## src/rtl/sync_ptr_mon.sv

```systemverilog
// Gray pointer synchronizer with binary conversion, advance reporting
// and a sticky overrun monitor with a saturating error counter.
module sync_ptr_mon #(
  parameter int ADDRSIZE    = 4,
  parameter int SYNC_STAGES = 2,
  parameter int MAX_STEP    = 16
) (
  input  logic                wclk,
  input  logic                wrst,
  input  logic [ADDRSIZE:0]   async_gray,
  input  logic                err_clr,
  output logic [ADDRSIZE:0]   sync_gray,
  output logic [ADDRSIZE:0]   sync_bin,
  output logic                ptr_moved,
  output logic [ADDRSIZE:0]   ptr_delta,
  output logic                gray_err,
  output logic [7:0]          err_cnt
);

  localparam int W   = ADDRSIZE + 1;
  localparam int WUW = $clog2(SYNC_STAGES + 2);
  localparam logic [WUW-1:0] WU_DONE = WUW'(SYNC_STAGES + 1);
  localparam logic [W-1:0]   STEP_MAX = W'(MAX_STEP);

  logic [W-1:0]   stage [SYNC_STAGES];
  logic [W-1:0]   bin_now;
  logic [W-1:0]   delta;
  logic [WUW-1:0] wu;
  logic           live;
  logic           viol;

  assign sync_gray = stage[SYNC_STAGES-1];

  // Plain flop chain; nothing may sit between stages.
  always_ff @(posedge wclk) begin
    if (wrst) begin
      for (int i = 0; i < SYNC_STAGES; i++) begin
        stage[i] <= '0;
      end
    end else begin
      stage[0] <= async_gray;
      for (int i = 1; i < SYNC_STAGES; i++) begin
        stage[i] <= stage[i-1];
      end
    end
  end

  // Gray to binary: each bit is the XOR of all gray bits at or above it.
  always_comb begin
    bin_now = '0;
    for (int i = 0; i < W; i++) begin
      bin_now[i] = ^(sync_gray >> i);
    end
  end

  // Modular advance since last edge; only trusted once warm-up is over.
  assign delta = bin_now - sync_bin;
  assign live  = (wu == WU_DONE);
  assign viol  = live && (delta > STEP_MAX);

  // Warm-up counter hides the jump from reset value to first real sample.
  always_ff @(posedge wclk) begin
    if (wrst) begin
      wu <= '0;
    end else if (wu != WU_DONE) begin
      wu <= wu + 1'b1;
    end
  end

  // Registered binary pointer and per-edge advance report.
  always_ff @(posedge wclk) begin
    if (wrst) begin
      sync_bin  <= '0;
      ptr_moved <= 1'b0;
      ptr_delta <= '0;
    end else begin
      sync_bin <= bin_now;
      if (live) begin
        ptr_moved <= (delta != '0);
        ptr_delta <= delta;
      end else begin
        ptr_moved <= 1'b0;
        ptr_delta <= '0;
      end
    end
  end

  // Sticky overrun flag and saturating count; a violation beats a clear.
  always_ff @(posedge wclk) begin
    if (wrst) begin
      gray_err <= 1'b0;
      err_cnt  <= '0;
    end else if (viol) begin
      gray_err <= 1'b1;
      if (err_clr) begin
        err_cnt <= 8'd1;
      end else if (err_cnt != 8'hFF) begin
        err_cnt <= err_cnt + 8'd1;
      end
    end else if (err_clr) begin
      gray_err <= 1'b0;
      err_cnt  <= '0;
    end
  end

endmodule

```

## config.mk

```make
export PLATFORM = sky130hd
export DESIGN_NAME = sync_ptr_mon
export DESIGN_NICKNAME = d
export VERILOG_FILES = /design/src/rtl/sync_ptr_mon.sv
export SDC_FILE = /design/constraint.sdc
export NUM_CORES = 1
export LEC_CHECK = 0
export ABC_CLOCK_PERIOD_IN_PS = 8900
export CORE_ASPECT_RATIO = 1.25
export CORE_MARGIN = 2
export CORE_UTILIZATION = 52
export DETAILED_ROUTE_END_ITERATION = 16
export GPL_TIMING_DRIVEN = 0
export PLACE_DENSITY = 0.89
export SYNTH_ARGS = -nofsm -noshare
export SYNTH_HDL_FRONTEND = slang
export SYNTH_SLANG_ARGS = --single-unit
export TNS_END_PERCENT = 1
```

## constraint.sdc

```tcl
create_clock -name wclk -period 8.9 [get_ports wclk]
set_clock_uncertainty 0.05 [all_clocks]
set_input_delay 2.67 -clock wclk [delete_from_list [all_inputs] [get_ports wclk]]
set_output_delay 2.67 -clock wclk [all_outputs]
set_load 0.02 [all_outputs]
```

==> summary by stage, run 1 <==
Setup path
The source of the worst register-to-register timing path is stage[0][9]$_SDFF_PP0_. The endpoint identified for the worst register-to-register timing path is err_cnt[5]$_SDFFE_PP0P_. The critical path starts at stage[0][9]$_SDFF_PP0_. For the worst flop-to-flop path, the logic depth is 12.

The critical path data arrival time is ~1.5 ns. The category of the worst setup path capture point is a primary output. The setup path with the least slack is of type reg -> out. The worst register-to-register path has a setup slack of between 5 and 6 ns. Along the worst path, the maximum fanout reaches 4. The kind of launch point of the worst setup path is a flip-flop. STA puts the critical path data required time at roughly 6.2 ns.

Timing
The setup total negative slack is 0 ns. For the pin with the worst max-slew slack, the measured transition is approximately 0.61 ns. The smallest clock period supported by the final layout is computed as ~4.3 ns. In the finished design, the share of the clock period the worst path needs comes to 0.4786. Setup repair after global routing left no endpoint under its margin.

The final hold slack is approximately 0.4 ns. Setup violations remaining at the end of the flow were counted as 0. Static timing analysis puts the maximum clock frequency at between 200 and 250 MHz. The max-slew violation total from the final report is 0. The number of hold-slack violations in the final timing report is 0. The tightest slew margin relative to the limit is 0.5950.

Logic synthesis
Synthesis produced a netlist with a net count of roughly 160. The synthesized design spends more area on one cell type than any other, namely sky130_fd_sc_hd__dfxtp_1. The cell area after synthesis is around 1400 sq um. The most instantiated flip-flop cell in the synthesis netlist is sky130_fd_sc_hd__dfxtp_1. The number of different library cells in the post-synthesis netlist is 37.

For this run, the register share of the synthesized area comes to 0.4543. The post-synthesis average cell area is roughly 10 sq um. The share of synthesized area in the top cell type comes to 0.4543.

After synthesis, the share of flip-flops with an asynchronous set or reset is 0. In this run, synthesis produced a sequential element count of 32. Yosys printed 0 warnings.

The number of flops mapped to enable cells by yosys is 0. Yosys attributes the largest share of cell area to sky130_fd_sc_hd__dfxtp_1 (45%), sky130_fd_sc_hd__nor2b_1 (5.8%), sky130_fd_sc_hd__ha_1 (5.3%), sky130_fd_sc_hd__nor2_1 (4.3%), sky130_fd_sc_hd__xnor2_2 (3.5%). The number of instances in the synthesized netlist is between 100 and 150.

Pwr
The power density normalized to cell area is about 170 nW/um^2. The overall power after layout is 0.0003219 W. The largest vdd supply drop is approximately 0.14 mV. The analysis attributes to cell leakage a power of between 0.7 and 0.8 nW.

Floorplanning
After floorplanning, the core was sized to cover roughly 2600 sq um. The I/O pin count is 33. The floorplan die area is 3147 sq um.

The die is between 50 and 60 um wide. The initial utilization of the core area, before any placement, comes to 0.5367. From bottom edge to top edge, the die measures ~62 um. The floorplan has 21 rows.

Run status
The run finished with clean final reports.

Min path
The endpoint with the worst hold slack is stage[0][5]$_SDFF_PP0_. The hold path startpoint is stage[0][0]$_SDFF_PP0_. Counting instances, the worst hold path has a depth of 1.

The worst hold-check path type is reg -> reg.

Routing
In this run, the number of DRC markers left after iteration 0 of detailed routing was 23. The final routed wirelength across all metal layers is between 2 and 3 mm. The average detailed-routed wire length per instance is about 13 um.

The residual DRC count is 0. The detailed-routing iteration count for the pre-antenna-repair pass is 4. The detailed-route vias per instance is between 5 and 6.

The number of routed nets with antenna violations is 0. The routed via count is between 1k and 1.5k.

Placement
The final weighted congestion of routability-driven global placement is ~0.84. Input and output buffers added on the ports amount to 32. The half-perimeter wire length after detailed placement is between 2 and 2.5 mm. In this run, placement finished with an instance count of 207.

Global route
The initial antenna violation count is 0. The first-pass GRT wire length is about 4.7 mm. Summed over all layers, the global routing overflow is 0. The total global routing track utilization is 0.2018. The pin count of the biggest net entering global routing is 12. The number of global-route vias before repair is between 1k and 1.5k.

Clocking
The buffers inserted during post-CTS setup optimization is 0. The number of gates given a new drive strength after cts is 0. The clock latency on the worst-skew pair is between 0.3 and 0.4 ns. The hold buffer count at CTS is 0. The clock edge transition at the registers on the reported setup and hold paths is roughly 0.090 ns. The count of H-tree levels built during CTS is 2. The tree built by TritonCTS fans out to 32 sinks. The CTS root buffer is sky130_fd_sc_hd__clkbuf_4.

Clock tree synthesis inserted a total of 5 buffers. The TritonCTS clock tree is done. No sink is reached through more buffers than the 2 on the longest clock path.

Cells and area
Compared with the post-synthesis result, the final layout area differs by 30.43%. In the final layout, the share of cells above drive strength 1 is 0.1381. Leaving out filler cells and counting taps, the final layout contains around 220.

For this run, the share of the core covered by cells in the final layout is 0.7000. The count of antenna diodes in the layout is 0. The number of fill cells in the layout is between 200 and 250. The area taken by flip-flops and latches is 640.6 sq um. The net count of the finished layout is between 150 and 200. The area of the multi-input gates is 694.4 sq um.

Flow run
The max-cap check violation count is 0.
worst max path at each step:
stage                              end  cells past startpoint
4_1_cts                   sync_gray[4]                      2
2_1_floorplan  err_cnt[2]$_SDFFE_PP0P_                      4
3_3_place_gp   err_cnt[2]$_SDFFE_PP0P_                      5
5_1_grt                   sync_gray[4]                      2
3_5_place_dp   err_cnt[2]$_SDFFE_PP0P_                      5
6_report                  sync_gray[4]                      2
cell type report:
| class | instances | share of cell area |
|---|---|---|
| Timing Repair Buffer | 32 | 0.1741 |
| Tap cell | 34 | 0.02313 |
| Sequential cell | 32 | 0.3483 |
| Clock inverter | 2 | 0.008163 |
| Buffer | 8 | 0.02653 |
| Inverter | 7 | 0.01429 |
| Multi-Input combinational cell | 94 | 0.3776 |
| Clock buffer | 6 | 0.02789 |
where the power goes:
group,switching (W),internal (W),leakage (nW)
registers,0.00000454,0.000151,0.261
clock network,0.0000502,0.0000383,0.0305
logic,0.0000439,0.0000342,0.451
total,0.0000986,0.000223,0.743
sequential cells by signal (all words and copies together), names as in the netlist:
signal / count
gray_err: 1
wu: 2
ptr_delta: 5
err_cnt: 8
sync_bin: 5
stage: 10
ptr_moved: 1
metal layers:
layer	GRT usage	vias up	part of all wire	routed length, um
met5	0	-	0	0
met4	0.09459	0	0.016	43
met3	0.06490	4	0.043	119
met2	0.3816	27	0.56	1535
met1	0.1866	521	0.38	1041
li1	-	546	-	-
through the flow:
stage               instance area (sq um)  worst slack, ns
floorplan                            1410            5.477
global placement                     1773            4.761
detailed placement                   1773            4.681
CTS                                  1839            4.612
global route                         1839            4.547
finish                               1839            4.641
logic make-up (layout without fill, tap and decap cells):
kind of cell / count (synthesis) / in the layout / share of synthesized area
AND/OR/NAND/NOR: 59 / 59 / 0.2298
flip-flops: 32 / 32 / 0.4543
buffers and inverters: 15 / 55 / 0.05324
AO/OA/AOI/OAI: 14 / 14 / 0.06833
XOR/XNOR: 9 / 9 / 0.08253
adder cells (fa/ha/maj): 7 / 7 / 0.06743
multiplexers: 5 / 5 / 0.04437
Yosys cell counts (all sizes together) (2+ instances only):
library cell / number
nand3: 2
or3: 2
xnor2: 4
clkbuf: 3
nor2b: 13
a21oi: 4
a31o: 2
inv: 7
mux2i: 5
dfxtp: 32
nor2: 16
nand2b: 2
nor3: 3
nand4: 3
nand2: 10
o21ai: 3
buf: 5
and3: 4
xor2: 5
nand3b: 2
ha: 6
cells in the final DEF (no fill, tap or decap), types with 3 or more instances in the layout:
| master | n |
|---|---|
| sky130_fd_sc_hd__a21oi_1 | 3 |
| sky130_fd_sc_hd__and3_1 | 4 |
| sky130_fd_sc_hd__buf_4 | 5 |
| sky130_fd_sc_hd__clkbuf_1 | 3 |
| sky130_fd_sc_hd__clkbuf_4 | 5 |
| sky130_fd_sc_hd__clkdlybuf4s50_1 | 32 |
| sky130_fd_sc_hd__dfxtp_1 | 32 |
| sky130_fd_sc_hd__ha_1 | 6 |
| sky130_fd_sc_hd__inv_1 | 7 |
| sky130_fd_sc_hd__mux2i_1 | 4 |
| sky130_fd_sc_hd__nand2_1 | 9 |
| sky130_fd_sc_hd__nand4_1 | 3 |
| sky130_fd_sc_hd__nor2_1 | 16 |
| sky130_fd_sc_hd__nor2b_1 | 13 |
| sky130_fd_sc_hd__o21ai_0 | 3 |
| sky130_fd_sc_hd__xnor2_2 | 3 |
| sky130_fd_sc_hd__xor2_1 | 3 |
critical path: stages, from the launching register on:
cell,delay [ns]
sky130_fd_sc_hd__dfxtp_1,0.47
sky130_fd_sc_hd__buf_4,0.15
sky130_fd_sc_hd__clkdlybuf4s50_1,0.59
(Power assumes the default switching activity.)
==> run 2, diff against run 1 <==
- ABC_CLOCK_PERIOD_IN_PS: 8900 -> 4000
- CORE_UTILIZATION: 52 -> 48
- PLACE_DENSITY: 0.89 -> 0.83
- clock period: 8.9 -> 4 ns (I/O delays scaled with it)
==> run 2 against run 1 <==
Compared with the run above: critical path depth rose by 10; die area rose by 7.7%; via count shrank 0.55%; register-to-register slack got worse by 4.9 ns; sequential power grew 120%; largest cell class unchanged; largest power group unchanged; highest routed layer unchanged.
==> summary by stage, run 2 (synthesized netlist as in run 1, its figures left out) <==
Global route
The total global routing track utilization is 0.1738 (was 0.2018). The pin count of the biggest net entering global routing is 11 (was 12). The global-route congestion overflow total is 0 (unchanged).

The initial antenna violation count is 0 (unchanged). The first-pass GRT wire length is 4.284 mm (was 4.726 mm). The number of global-route vias before repair came to 1038 (was 1116).

Setup path
The critical path buffer and inverter count is 0 (was 2). The category of the critical setup timing path is reg -> reg (was reg -> out). The worst-path cell with the longest stage delay is sky130_fd_sc_hd__dfxtp_1 (was sky130_fd_sc_hd__clkdlybuf4s50_1).

The critical path data arrival time is 3.45 ns (was 1.54 ns). The delay of the slowest cell on the worst path is 0.46 ns (was 0.59 ns). Critical path cell sequence: xor2_2, xnor2_2, xor2_2, xor2_1, ha_1, fa_1, nand2b_1, a21oi_2, xnor2_2, nor3_4, nand4_1, mux2i_1 (was buf_4, clkdlybuf4s50_1). The required time at the endpoint of the critical path was 4.18 ns (was 6.18 ns). The kind of launch point of the worst setup path is a flip-flop (unchanged). The worst-path maximum fanout is 8 (was 4). The category of cells accounting for the largest share of critical-path delay is XOR/XNOR gates (was buffers and inverters). The category of the worst setup path capture point is a flip-flop (was primary output).

Cells and area
The flip-flop count of the largest register, all copies and words added is 10 (unchanged). The count of antenna diodes in the layout came to 0 (unchanged). Biggest regs: stage (10), err_cnt (8) (unchanged).

The top register by number of flip-flops is stage (unchanged). The area added between synthesis and finish is 30.35% (was 30.43%). The number of nets at the end of the flow came to 195 (unchanged). The final cell count without fillers is 217 (was 215). Most frequent cells in the layout: sky130_fd_sc_hd__dfxtp_1 (32), sky130_fd_sc_hd__clkdlybuf4s50_1 (32), sky130_fd_sc_hd__nor2_1 (16) (unchanged). The number of fill cells in the layout is 258 (was 206).

The layout cell share with drive strength beyond 1 is 0.1326 (was 0.1381).

Placement
The number of I/O port buffers was 32 (unchanged). The worst setup timing slack at the placement stage is 0.7363 ns (was 4.681 ns). The instance count after placement with tap cells included is 209 (was 207). The final weighted congestion of routability-driven global placement was 0.7985 (was 0.8402).

The half-perimeter wire length after detailed placement is 2.016 mm (was 2.129 mm).

Timing
The max-slew violation total from the final report is 0 (unchanged). The final worst-path setup slack is 0.7278 ns (was 4.641 ns). The number of endpoints failing setup at the final stage is 0 (unchanged). Of the available clock period, the critical path in the final layout requires 0.8180. The final hold slack is 0.3999 ns (was 0.3961 ns). The transition time of the tightest slew-check pin is 0.6660 ns (was 0.6052 ns).

The number of hold-slack violations in the final timing report was 0 (unchanged). The time the final worst path needs with I/O delays and setup is about 3.3 ns. The tightest slew margin relative to the limit is 0.5544 (was 0.5950).

The highest clock rate is between 300 and 400 MHz. The setup total negative slack was 0 ns (unchanged). Unrepaired setup endpoints after global routing: no (unchanged).

Clocking
The hold buffer count at CTS came to 0 (unchanged). The clock latency on the worst-skew pair was 0.34 ns (was 0.33 ns). The CTS root buffer was sky130_fd_sc_hd__clkbuf_4 (unchanged). The clock sink count is 32 (unchanged). The clock edge transition at the registers on the reported setup and hold paths was 0.09 ns (about the same). The count of H-tree levels built during CTS came to 2 (unchanged). The number of buffers on the longest clock path is 2 (unchanged). The number of gates given a new drive strength after cts came to 0 (unchanged).

The TritonCTS clock tree is done (unchanged). The TritonCTS buffer count is 5 (unchanged). The buffers inserted during post-CTS setup optimization is 0 (unchanged).

Routing
The final routed wirelength across all metal layers was 2.597 mm (was 2.739 mm). The number of routed nets with antenna violations is 0 (unchanged). The routed via count is 1092 (was 1098). The average detailed-routed wire length per instance was 11.97 um (was 12.74 um).

The residual DRC count came to 0 (unchanged). The iteration-0 DRC count of the detailed router came to 16 (was 23). The detailed-routing iteration count for the pre-antenna-repair pass is 4 (unchanged). The detailed-route vias per instance was 5.032 (was 5.107).

Floorplanning
The floorplan die area is 3390 sq um (was 3147 sq um). The die outline height is 64.60 um (was 62.22 um). The effective utilization at floorplan is 0.4926 (was 0.5367). The site row count is 22 (was 21). The I/O pin count was 33 (unchanged).

The horizontal die dimension was 52.48 um (was 50.58 um). The core outline area came to 2863 sq um (was 2628 sq um).

Pwr
The overall power after layout is 0.0007084 W (was 0.0003219 W). The leakage power is 0.7438 nW (was 0.7428 nW). The power density normalized to cell area is 385.4 nW/um^2 (was 175.0 nW/um^2).

The largest vdd supply drop was 0.2344 mV (was 0.1358 mV).

Run status
Run status: finished clean (unchanged).

Min path
The worst hold-check path type is reg -> reg (unchanged).

Flow run
The max-cap check violation count is 0 (unchanged).
run 2: cell count changes in the layout (fill, tap and decap cells not counted), sizes merged:
cell,previous run,this run
clkinvlp,2,1
clkbuf,9,10
run 2: path summary, 6_finish.rpt:
path / start / end / slack [ns] / depth (start not counted)
setup / recovery: stage[0][9]$_SDFF_PP0_ / err_cnt[4]$_SDFFE_PP0P_ / 0.73 / 12
setup reg to reg: stage[0][9]$_SDFF_PP0_ / err_cnt[4]$_SDFFE_PP0P_ / 0.73 / 12
hold / removal: stage[0][1]$_SDFF_PP0_ / stage[0][6]$_SDFF_PP0_ / 0.40 / 1
hold reg to reg: stage[0][1]$_SDFF_PP0_ / stage[0][6]$_SDFF_PP0_ / 0.40 / 1
run 2: area by class of cell:
type,instances,area (sq um),share of cell area
repair buffers,32,320.3,0.1743
flip-flops and latches,32,640.6,0.3485
clock inverters,1,7.507,0.004084
plain buffers,8,48.80,0.02655
inverters,7,26.28,0.01430
clock buffers,7,55.05,0.02995
well taps,36,45.04,0.02451
multi-input cells,94,694.4,0.3778
run 2: metal layers:
layer | up-vias | track usage | routed length (um)
li1 | 547 | - | -
met1 | 504 | 0.1758 | 1029
met2 | 35 | 0.3047 | 1368
met3 | 6 | 0.05760 | 140
met4 | 0 | 0.09295 | 59
met5 | - | 0 | 0
run 2: where the power goes:
| part | switching (W) | leakage, nW | internal, W |
|---|---|---|---|
| Clock | 0.000107 | 0.0315 | 0.0000859 |
| Combinational | 0.0000945 | 0.451 | 0.0000756 |
| Sequential | 0.00000987 | 0.261 | 0.000335 |
| Total | 0.000212 | 0.744 | 0.000497 |
run 2: worst register-to-register path, cell delays in order, from the launching register on:
cell	delay (ns)
sky130_fd_sc_hd__dfxtp_1	0.46
sky130_fd_sc_hd__xor2_2	0.25
sky130_fd_sc_hd__xnor2_2	0.18
sky130_fd_sc_hd__xor2_2	0.28
sky130_fd_sc_hd__xor2_1	0.13
sky130_fd_sc_hd__ha_1	0.22
sky130_fd_sc_hd__fa_1	0.41
sky130_fd_sc_hd__nand2b_1	0.18
sky130_fd_sc_hd__a21oi_2	0.18
sky130_fd_sc_hd__xnor2_2	0.16
sky130_fd_sc_hd__nor3_4	0.36
sky130_fd_sc_hd__nand4_1	0.17
sky130_fd_sc_hd__mux2i_1	0.14
run 2: metrics by stage:
step / util / area, sq um
2_1_floorplan: - / 1410
3_3_place_gp: 0.6202 / 1775
3_5_place_dp: 0.6202 / 1775
4_1_cts: 0.6420 / 1838
5_1_grt: 0.6420 / 1838
6_report: 0.6420 / 1838
